[config.mk]
export PLATFORM = sky130hd
export DESIGN_NAME = trap_responder_flat
export DESIGN_NICKNAME = d
export VERILOG_FILES = /design/src/rtl/trap_pkg.sv /design/src/rtl/trap_responder_if.sv /design/src/rtl/trap_sat_counter.sv /design/src/rtl/trap_responder.sv /design/src/flat_wrapper.sv
export SDC_FILE = /design/constraint.sdc
export NUM_CORES = 1
export LEC_CHECK = 0
export CORE_MARGIN = 10
export CORE_UTILIZATION = 44
export CTS_CLUSTER_DIAMETER = 80
export DETAILED_ROUTE_END_ITERATION = 7
export GPL_TIMING_DRIVEN = 0
export PLACE_DENSITY_LB_ADDON = 0.05
export SLEW_MARGIN = 30
export SYNTH_ARGS = -nofsm -noshare
export SYNTH_HDL_FRONTEND = slang
export SYNTH_HIERARCHICAL = 1
export SYNTH_SLANG_ARGS = --single-unit
[constraint.sdc]
create_clock -name clk -period 2 [get_ports clk]
set_input_delay 0.2 -clock clk [delete_from_list [all_inputs] [get_ports clk]]
set_output_delay 0.2 -clock clk [all_outputs]
set_load 0.01 [all_outputs]
[src/rtl/trap_pkg.sv]
// rtl/trap_pkg.sv - shared types and constants for the trap responder
package trap_pkg;

    typedef enum logic [2:0] {
        IDLE,
        CAPTURE,
        DRAIN,
        REDIRECT,
        HANDLER,
        RETURN
    } trap_state_t;

    localparam logic [14:0] HANDLER_BASE_DEFAULT = 15'h0100;

    localparam logic [31:0] CAUSE_MISALIGNED = 32'd0;
    localparam logic [31:0] CAUSE_ILLEGAL    = 32'd2;
    localparam logic [31:0] CAUSE_BREAKPOINT = 32'd3;

endpackage

[src/rtl/trap_responder_if.sv]
// rtl/trap_responder_if.sv - exception request/acknowledge handshake between CPU and responder
interface trap_responder_if #(
    parameter int PC_W    = 15,
    parameter int CAUSE_W = 32
);
    logic               exc_valid;
    logic [PC_W-1:0]    exc_sepc;
    logic [CAUSE_W-1:0] exc_scause;
    logic               sret_req;
    logic               exc_ack;

    modport master (
        output exc_valid, exc_sepc, exc_scause, sret_req,
        input  exc_ack
    );

    modport slave (
        input  exc_valid, exc_sepc, exc_scause, sret_req,
        output exc_ack
    );
endinterface

[src/rtl/trap_sat_counter.sv]
// rtl/trap_sat_counter.sv - saturating up-counter
module trap_sat_counter #(
    parameter int W = 8
) (
    input  logic         clk,
    input  logic         reset_n,
    input  logic         inc,
    output logic [W-1:0] count
);
    // Count increments and stick at all-ones instead of wrapping
    always_ff @(posedge clk) begin
        if (!reset_n) begin
            count <= '0;
        end else if (inc && (count != {W{1'b1}})) begin
            count <= count + W'(1);
        end
    end
endmodule

[src/rtl/trap_responder.sv]
// rtl/trap_responder.sv - exception responder: capture, drain, redirect, handler tracking, return
module trap_responder
    import trap_pkg::*;
#(
    parameter int              PC_W         = 15,
    parameter int              CAUSE_W      = 32,
    parameter logic [PC_W-1:0] HANDLER_BASE = PC_W'(HANDLER_BASE_DEFAULT),
    parameter bit              VECTORED     = 1'b1,
    parameter int              DRAIN_CYCLES = 3,
    parameter int              CNT_W        = 8
) (
    input  logic               clk,
    input  logic               reset_n,
    trap_responder_if.slave    exc,
    output logic               flush_all,
    output logic               trap_redirect,
    output logic [PC_W-1:0]    trap_target,
    output logic               in_handler,
    output logic [PC_W-1:0]    sepc_q,
    output logic [CAUSE_W-1:0] scause_q,
    output logic [CNT_W-1:0]   exc_count,
    output logic               double_fault
);
    localparam logic [3:0] DRAIN_INIT = 4'(DRAIN_CYCLES);

    trap_state_t     state;
    logic [3:0]      drain_cnt;
    logic            armed;
    logic            take;
    logic [PC_W-1:0] vec_offset;
    logic [PC_W-1:0] handler_target;

    // A request is taken only where the FSM listens and only once per low-to-high edge
    assign take = exc.exc_valid && armed && ((state == IDLE) || (state == HANDLER));

    assign vec_offset     = VECTORED ? {{(PC_W-6){1'b0}}, scause_q[3:0], 2'b00} : '0;
    assign handler_target = HANDLER_BASE + vec_offset;

    trap_sat_counter #(.W(CNT_W)) u_exc_count (
        .clk     (clk),
        .reset_n (reset_n),
        .inc     (take),
        .count   (exc_count)
    );

    // Trap FSM with registered strobes, drain timer and re-arm tracking
    always_ff @(posedge clk) begin
        if (!reset_n) begin
            state         <= IDLE;
            drain_cnt     <= '0;
            armed         <= 1'b1;
            exc.exc_ack   <= 1'b0;
            flush_all     <= 1'b0;
            trap_redirect <= 1'b0;
            trap_target   <= '0;
            in_handler    <= 1'b0;
            sepc_q        <= '0;
            scause_q      <= '0;
            double_fault  <= 1'b0;
        end else begin
            exc.exc_ack   <= 1'b0;
            trap_redirect <= 1'b0;
            trap_target   <= '0;

            if (take) begin
                armed <= 1'b0;
            end else if (!exc.exc_valid) begin
                armed <= 1'b1;
            end

            case (state)
                IDLE: begin
                    if (take) begin
                        state       <= CAPTURE;
                        sepc_q      <= exc.exc_sepc;
                        scause_q    <= exc.exc_scause;
                        exc.exc_ack <= 1'b1;
                        flush_all   <= 1'b1;
                    end
                end
                CAPTURE: begin
                    state     <= DRAIN;
                    drain_cnt <= DRAIN_INIT;
                    flush_all <= 1'b1;
                end
                DRAIN: begin
                    if (drain_cnt == 4'd1) begin
                        state         <= REDIRECT;
                        trap_redirect <= 1'b1;
                        trap_target   <= handler_target;
                    end else begin
                        drain_cnt <= drain_cnt - 4'd1;
                    end
                end
                REDIRECT: begin
                    state      <= HANDLER;
                    flush_all  <= 1'b0;
                    in_handler <= 1'b1;
                end
                HANDLER: begin
                    if (take) begin
                        double_fault <= 1'b1;
                        exc.exc_ack  <= 1'b1;
                    end else if (exc.sret_req) begin
                        state         <= RETURN;
                        in_handler    <= 1'b0;
                        trap_redirect <= 1'b1;
                        trap_target   <= sepc_q + PC_W'(4);
                        flush_all     <= 1'b1;
                    end
                end
                RETURN: begin
                    state     <= IDLE;
                    flush_all <= 1'b0;
                end
                default: begin
                    state <= IDLE;
                end
            endcase
        end
    end
endmodule

[src/flat_wrapper.sv]
// flat-port wrapper written by rule: the top's interface ports become plain ports
module trap_responder_flat import trap_pkg::*;
#(
    parameter int              PC_W         = 15,
    parameter int              CAUSE_W      = 32,
    parameter logic [PC_W-1:0] HANDLER_BASE = PC_W'(HANDLER_BASE_DEFAULT),
    parameter bit              VECTORED     = 1'b1,
    parameter int              DRAIN_CYCLES = 3,
    parameter int              CNT_W        = 8
)
  (clk, reset_n, flush_all, trap_redirect, trap_target, in_handler, sepc_q, scause_q, exc_count, double_fault, exc_exc_valid, exc_exc_sepc, exc_exc_scause, exc_sret_req, exc_exc_ack);
  trap_responder_if #(.PC_W(PC_W), .CAUSE_W(CAUSE_W)) exc_i ();
  input  logic clk;
  input  logic reset_n;
  output logic flush_all;
  output logic trap_redirect;
  output logic [PC_W-1:0] trap_target;
  output logic in_handler;
  output logic [PC_W-1:0] sepc_q;
  output logic [CAUSE_W-1:0] scause_q;
  output logic [CNT_W-1:0] exc_count;
  output logic double_fault;
  input wire logic [$bits(exc_i.exc_valid)-1:0] exc_exc_valid;
  input wire logic [$bits(exc_i.exc_sepc)-1:0] exc_exc_sepc;
  input wire logic [$bits(exc_i.exc_scause)-1:0] exc_exc_scause;
  input wire logic [$bits(exc_i.sret_req)-1:0] exc_sret_req;
  output wire logic [$bits(exc_i.exc_ack)-1:0] exc_exc_ack;
  assign exc_i.exc_valid = exc_exc_valid;
  assign exc_i.exc_sepc = exc_exc_sepc;
  assign exc_i.exc_scause = exc_exc_scause;
  assign exc_i.sret_req = exc_sret_req;
  assign exc_exc_ack = exc_i.exc_ack;
  trap_responder #(.PC_W(PC_W), .CAUSE_W(CAUSE_W), .HANDLER_BASE(HANDLER_BASE), .VECTORED(VECTORED), .DRAIN_CYCLES(DRAIN_CYCLES), .CNT_W(CNT_W)) u_core (.clk(clk), .reset_n(reset_n), .exc(exc_i), .flush_all(flush_all), .trap_redirect(trap_redirect), .trap_target(trap_target), .in_handler(in_handler), .sepc_q(sepc_q), .scause_q(scause_q), .exc_count(exc_count), .double_fault(double_fault));
endmodule
==> reports/metrics.cfg, run 1 <==
[status]
outcome=finished, final reports clean

[sta]
hold_violations=0
fin_setup_tns_ns=0
tightest_slew_ns=0.586
period_share_pct=95.4
finalMaxSlewViolations=0
finClkSkew_ns=0.00585
grt_setup_unrepaired=no
max_slew_margin_pct=60.9
min_period_ns=1.91
setup_viol=0
max_freq_mhz=524

[layout]
antenna_cells=0
drive_gt1_share_pct=6.65
nets=578
regArea_um2=1660
multiInputGateArea_um2=1470
syn_to_final_growth_pct=46.9
fill_cells=635
final_cells=625
utilization_pct=66.4

[detailed_routing]
drtPass1Iterations=4
wl_per_cell_um=15.0
via_per_inst=4.93
drt-total-wl_um=9380
drtIter0Drc=69
drcViolationCount=0
vias=3084
antenna_left=0

[global_routing]
grt_pass1_wl_um=15000
met2_usage_pct=26.1
antenna_found_initial=0
met1_usage_pct=18.3
grt_pass1_vias=3012
grt_usage_pct=16.2
grt_busiest_layer=met2
use_met3_pct=8.21
grt_max_degree=13
grt_overflow=0

[logic_synthesis]
ys_seq_area_share_pct=50.6
syn-cell-area_um2=3280
synth_top_area_cell=dfxtp_1
synthTopCellsByCount=nand2_1 (106), dfxtp_1 (83), a21oi_1 (57)
synth-edff-count=0
yosysWarnings=6
yosysMostFrequentCell=nand2_1
async_reset_ff_share_pct=0
synth_nets=442
synth_area_leaders=dfxtp_1 (51%), nand2_1 (12%), a21oi_1 (8.7%)
ys.flop_type=dfxtp_1
synth_top_area_share_pct=50.6
syn_avg_cell_area_um2=8.50
yosysUniqueCellTypes=45
ys_seq_elements=83
syn_inst=386

[min_path]
worstHoldStart=exc_exc_valid
worstHoldPathCells=2
hold-path-endpoint=u_core/armed$_SDFFE_PN1P_
hp-class=input port to register

[clock_network]
cts-root-buf=clkbuf_8
clkTransAtPathRegs_ns=0.08
hold_buffers=0
clk_path_buf_depth=2
clock_latency_ns=0.34
htreeDepth=3
cts_tree=built
cts-buffers-inserted=9
numClockSinks=83

[power_and_ir_drop]
swShare_pct=34.0
power.leakage_nw=1.78
internal_power_mw=3.35
clockPowerShare_pct=20.1
max-vdd-ir-drop_v=0.000548
p_comb_share_pct=37.6
powerDensity_nw_per_um2=1050
power_frac_seq_pct=42.3
power.switching_mw=1.73

[floorplan]
fp-row-count=31
start_util_pct=45.2
die_x_um=106
dieArea_um2=11300
io_pins=126
chipHeight_um=106
core_um2=7250

[setup_path]
critPathKind=register to register
required_ns=2.24
crit_path_cell_trace=buf_4 > or2_4 > nor2_2 > nand3_1 > or4_1 > and3_1
crit_fanout=10
worst_setup_path_end_kind=register
reg2reg_to=u_core/u_exc_count/count[6]$_SDFFE_PN0P_
critical_path.startpoint_type=register
arrival_ns=2.15
cpMaxStageDelayCell=or4_1
r2r_cells=6
path_delay_family=simple AND/OR/NAND/NOR gates
rr_startpoint=u_core/state[0]$_SDFFE_PN0P_
slowest_delay_ns=0.42
cp.buffers_inverters=1
rrSetupSlack_ns=0.09

[placed_design]
placedCellCount=610
io_buffers=125
place_congestion=0.852
place.detailed.hpwl_um=7240

[job]
maxCapViolCount=0

-- power groups by stage --
| stage | clock (mW) | combinational (mW) | sequential (mW) |
|---|---|---|---|
| floorplan | 0 | 1.01 | 2.25 |
| global placement | 0 | 1.88 | 2.17 |
| detailed placement | 0 | 1.91 | 2.18 |
| CTS | 1.05 | 1.93 | 2.15 |
| global route | 1.11 | 2.09 | 2.19 |
| finish | 1.02 | 1.91 | 2.15 |
-- cell usage in the layout (no fill, tap or decap), types with 4 or more instances in the layout --
cell	netlist	layout
a21oi_1	57	57
and3_1	5	5
and4_1	4	4
buf_2	5	5
buf_4	4	4
buf_6	4	4
clkbuf_1	8	10
clkbuf_8	0	10
clkdlybuf4s50_1	0	125
dfxtp_1	83	83
ha_1	5	5
inv_1	4	4
nand2_1	106	106
nand3_1	10	10
nand4_1	8	8
nor2_1	17	16
nor3_1	7	7
xor2_1	12	12
-- stage by stage --
step / hold WS [ns] / setup WS (ns) / power, mW / instance area, µm²
2_1_floorplan: 0.272 / 0.242 / 3.26 / 3280
3_3_place_gp: 0.441 / -0.133 / 4.05 / 4660
3_5_place_dp: 0.447 / -0.173 / 4.09 / 4660
4_1_cts: 0.367 / 0.108 / 5.13 / 4820
5_1_grt: 0.402 / 0.00927 / 5.40 / 4820
6_report: 0.375 / 0.0915 / 5.08 / 4820
-- logic make-up after synthesis --
group	Yosys count	synth area share [%]
AND/OR/NAND/NOR	177	24.8
XOR/XNOR	14	3.74
multiplexers	2	0.610
AO/OA/AOI/OAI	78	13.7
flip-flops	83	50.6
buffers and inverters	27	4.65
adder cells (fa/ha/maj)	5	1.91
-- worst max path at each step --
stage	start	to	slack, ns	cells past startpoint
6_report	u_core/state[0]$_SDFFE_PN0P_	u_core/u_exc_count/count[6]$_SDFFE_PN0P_	0.09	6
4_1_cts	u_core/state[0]$_SDFFE_PN0P_	u_core/u_exc_count/count[6]$_SDFFE_PN0P_	0.11	6
3_5_place_dp	reset_n	u_core/state[0]$_SDFFE_PN0P_	-0.17	5
2_1_floorplan	u_core/state[0]$_SDFFE_PN0P_	u_core/u_exc_count/count[6]$_SDFFE_PN0P_	0.24	6
5_1_grt	u_core/state[0]$_SDFFE_PN0P_	u_core/u_exc_count/count[6]$_SDFFE_PN0P_	0.009	6
3_3_place_gp	reset_n	u_core/state[0]$_SDFFE_PN0P_	-0.13	5
-- state kept, by name, indices dropped and copies added, names as in the netlist --
signal and flops:
u_core/double_fault 1, u_core/sepc_q 15, u_core/exc.exc_ack 1, u_core/state 3, u_core/trap_redirect 1, u_core/trap_target 15, u_core/flush_all 1, u_core/drain_cnt 4
u_core/in_handler 1, u_core/armed 1, u_core/scause_q 32, u_core/u_exc_count/count 8
-- metal layers --
layer / wire length, µm / up-vias
met2: 4380 / 76
li1: - / 1579
met1: 3920 / 1420
met3: 957 / 9
met4: 119 / 0
met5: 0 / -
-- what timing repair did --
| item | in CTS | in global routing |
|---|---|---|
| endpoints found under the setup margin | 1 | 0 |
| resized for setup | 1 | 0 |
| setup buffers | 0 | 0 |
-- cell type report --
cell class                      instances  area share [%]
Buffer                                 22            2.78
Clock inverter                          3           0.312
Multi-Input combinational cell        276            30.5
Sequential cell                        83            34.5
Timing Repair Buffer                  125            26.0
Inverter                                5           0.390
Tap cell                               99            2.57
Clock buffer                           12            3.01
(Power assumes the default switching activity.)
==> run 2: changes to the inputs <==
--- a/config.mk
+++ b/config.mk
@@ -6,11 +6,13 @@
 export NUM_CORES = 1
 export LEC_CHECK = 0
 export CORE_MARGIN = 10
-export CORE_UTILIZATION = 44
+export CORE_UTILIZATION = 50
 export CTS_CLUSTER_DIAMETER = 80
 export DETAILED_ROUTE_END_ITERATION = 7
+export DONT_BUFFER_PORTS = 1
 export GPL_TIMING_DRIVEN = 0
 export PLACE_DENSITY_LB_ADDON = 0.05
+export SKIP_CTS_REPAIR_TIMING = 1
 export SLEW_MARGIN = 30
 export SYNTH_ARGS = -nofsm -noshare
 export SYNTH_HDL_FRONTEND = slang
==> reports/metrics.cfg, run 2 (synthesis gave the netlist of run 1 again) <==
[status]
outcome=finished with violations
violations=negative hold slack

[floorplan]
start_util_pct=51.7  ; +6.4 points
chipHeight_um=101  ; -5.0%
core_um2=6350  ; -12%
dieArea_um2=10200  ; -9.8%
die_x_um=101  ; -5.0%
fp-row-count=29  ; -6.5%
io_pins=126  ; unchanged

[sta]
hold_violations=5  ; +5
finClkSkew_ns=0.0130  ; +0.00714 ns
period_share_pct=90.5  ; -4.9 points
finalMaxSlewViolations=0  ; unchanged
fin_setup_tns_ns=0  ; unchanged
max_slew_margin_pct=65.4  ; +4.5 points
hold_slack_ns=-0.0127  ; -0.387 ns
setup_viol=0  ; unchanged
min_period_ns=1.81  ; -0.0981 ns
max_freq_mhz=552  ; +5.4%
tightest_slew_ns=0.518  ; -0.0673 ns
grt_setup_unrepaired=no

[layout]
nets=497  ; -14%
reg_top3=u_core/scause_q (32), u_core/sepc_q (15), u_core/trap_target (15)
layout_common_cells=nand2_1 (106), dfxtp_1 (83), a21oi_1 (57), dlygate4sd3_1 (44), nor2_1 (16)
final_common_cell=nand2_1
max_flop_register=u_core/scause_q
drive_gt1_share_pct=8.30  ; +1.6 points
antenna_cells=0  ; unchanged
fill_cells=535  ; -16%
final_cells=523  ; -16%
syn_to_final_growth_pct=22.7
largest_reg_flops=32  ; unchanged

[detailed_routing]
antenna_left=0  ; unchanged
drtIter0Drc=136  ; +97%
drcViolationCount=0  ; unchanged
via_per_inst=5.31  ; +7.6%
wl_per_cell_um=16.7  ; +11%
drtPass1Iterations=4  ; unchanged
drt-total-wl_um=8740  ; -6.8%
vias=2778  ; -9.9%

[setup_path]
arrival_ns=2.06  ; -0.09 ns
critPathKind=register to register
reg2reg_to=u_core/u_exc_count/count[6]$_SDFFE_PN0P_
rrSetupSlack_ns=0.19  ; +0.10 ns
cp-startpoint=u_core/state[0]$_SDFFE_PN0P_
r2r_cells=6  ; unchanged
critical_path.startpoint_type=register
rr_startpoint=u_core/state[0]$_SDFFE_PN0P_
crit_path_end=u_core/u_exc_count/count[6]$_SDFFE_PN0P_
worst_setup_path_end_kind=register
required_ns=2.25  ; about the same
crit_fanout=10  ; unchanged

[power_and_ir_drop]
p_comb_share_pct=27.0  ; -11 points
power.total_mw=4.83  ; -4.9%
max-vdd-ir-drop_v=0.000640  ; +17%
clockPowerShare_pct=25.3  ; +5.2 points
power.switching_mw=1.69  ; -2.3%
power.leakage_nw=1.53  ; -14%
swShare_pct=35.0  ; +0.92 points
internal_power_mw=3.14  ; -6.2%
power_frac_seq_pct=47.7  ; +5.4 points
powerDensity_nw_per_um2=1200  ; +14%

[global_routing]
grt_busiest_layer=met2
met1_usage_pct=18.5  ; +0.23 points
met2_usage_pct=22.4  ; -3.7 points
grt_max_degree=14  ; +1
grt_overflow=0  ; unchanged
antenna_found_initial=0  ; unchanged
grt_usage_pct=15.4  ; -0.80 points
grt_pass1_vias=2399  ; -20%
grt_pass1_wl_um=12600  ; -16%
use_met3_pct=8.44  ; +0.22 points

[placed_design]
placedCellCount=463  ; -24%
place.detailed.hpwl_um=6210  ; -14%
place_congestion=0.789  ; -7.4%
io_buffers=0  ; -100%

[clock_network]
cts_tree=built
cts-root-buf=clkbuf_8
numClockSinks=83  ; unchanged
clk_path_buf_depth=2  ; unchanged
htreeDepth=3  ; unchanged
cts-buffers-inserted=9  ; unchanged
clock_latency_ns=0.35  ; about the same
clkTransAtPathRegs_ns=0.08  ; about the same

[min_path]
hp-class=input port to register

[job]
maxCapViolCount=0  ; unchanged

-- run 2: cell types whose count changed in the layout (fill, tap and decap cells not counted) --
cell / change
bufinv_16: +1
clkbuf_1: -1
clkbuf_8: +1
clkdlybuf4s50_1: -125
clkinv_2: -1
clkinv_4: +1
dlygate4sd3_1: +44
-- run 2: how the worst min path moves through the flow --
stage | startpoint | to | cells after the start
2_1_floorplan | exc_exc_valid | u_core/armed$_SDFFE_PN1P_ | 1
3_3_place_gp | exc_exc_valid | u_core/armed$_SDFFE_PN1P_ | 1
3_5_place_dp | exc_exc_valid | u_core/armed$_SDFFE_PN1P_ | 1
4_1_cts | exc_exc_valid | u_core/armed$_SDFFE_PN1P_ | 1
5_1_grt | exc_exc_scause[22] | u_core/scause_q[22]$_SDFFE_PN0P_ | 2
6_report | exc_exc_scause[2] | u_core/scause_q[2]$_SDFFE_PN0P_ | 2
-- run 2: area by class of cell --
type	count	area [µm²]	share of cell area [%]
clock buffer	12	155	3.86
buffer	22	134	3.33
timing repair buffer	44	440	10.9
clock inverter	4	48.8	1.21
tap	77	96.3	2.39
sequential	83	1660	41.3
multi-input combinational	276	1470	36.5
inverter	5	18.8	0.466
-- run 2: worst max-delay path: stages, from the launching register on --
cell	delay, ns
dfxtp_1	0.30
buf_4	0.16
or2_4	0.28
nor2_2	0.24
nand3_1	0.15
or4_1	0.41
and3_1	0.19
-- run 2: power groups by stage --
stage               sequential (mW)  combinational, mW  clock (mW)
floorplan                      2.25               1.01           0
global placement               2.35               1.20           0
detailed placement             2.35               1.23           0
CTS                            2.32               1.23        1.25
global route                   2.35               1.46        1.31
finish                         2.31               1.30        1.22
-- run 2: layer usage --
metal	wire length [µm]	part of all wire [%]	up-vias
met2	4090	47	91
met4	57	0.65	0
met5	0	0	-
met3	933	11	4
li1	-	-	1420
met1	3660	42	1263
-- run 2: per-stage QoR --
stage / utilization (%) / setup slack (ns) / hold slack (ns) / cell area, µm²
4_1_cts: 56.4 / 0.0555 / -0.0851 / 3580
2_1_floorplan: - / 0.242 / 0.272 / 3280
6_report: 63.4 / 0.190 / -0.0127 / 4020
3_5_place_dp: 53.2 / 0.0656 / 0.278 / 3380
5_1_grt: 63.4 / 0.0549 / -0.00667 / 4020
3_3_place_gp: 53.2 / 0.0899 / 0.276 / 3380
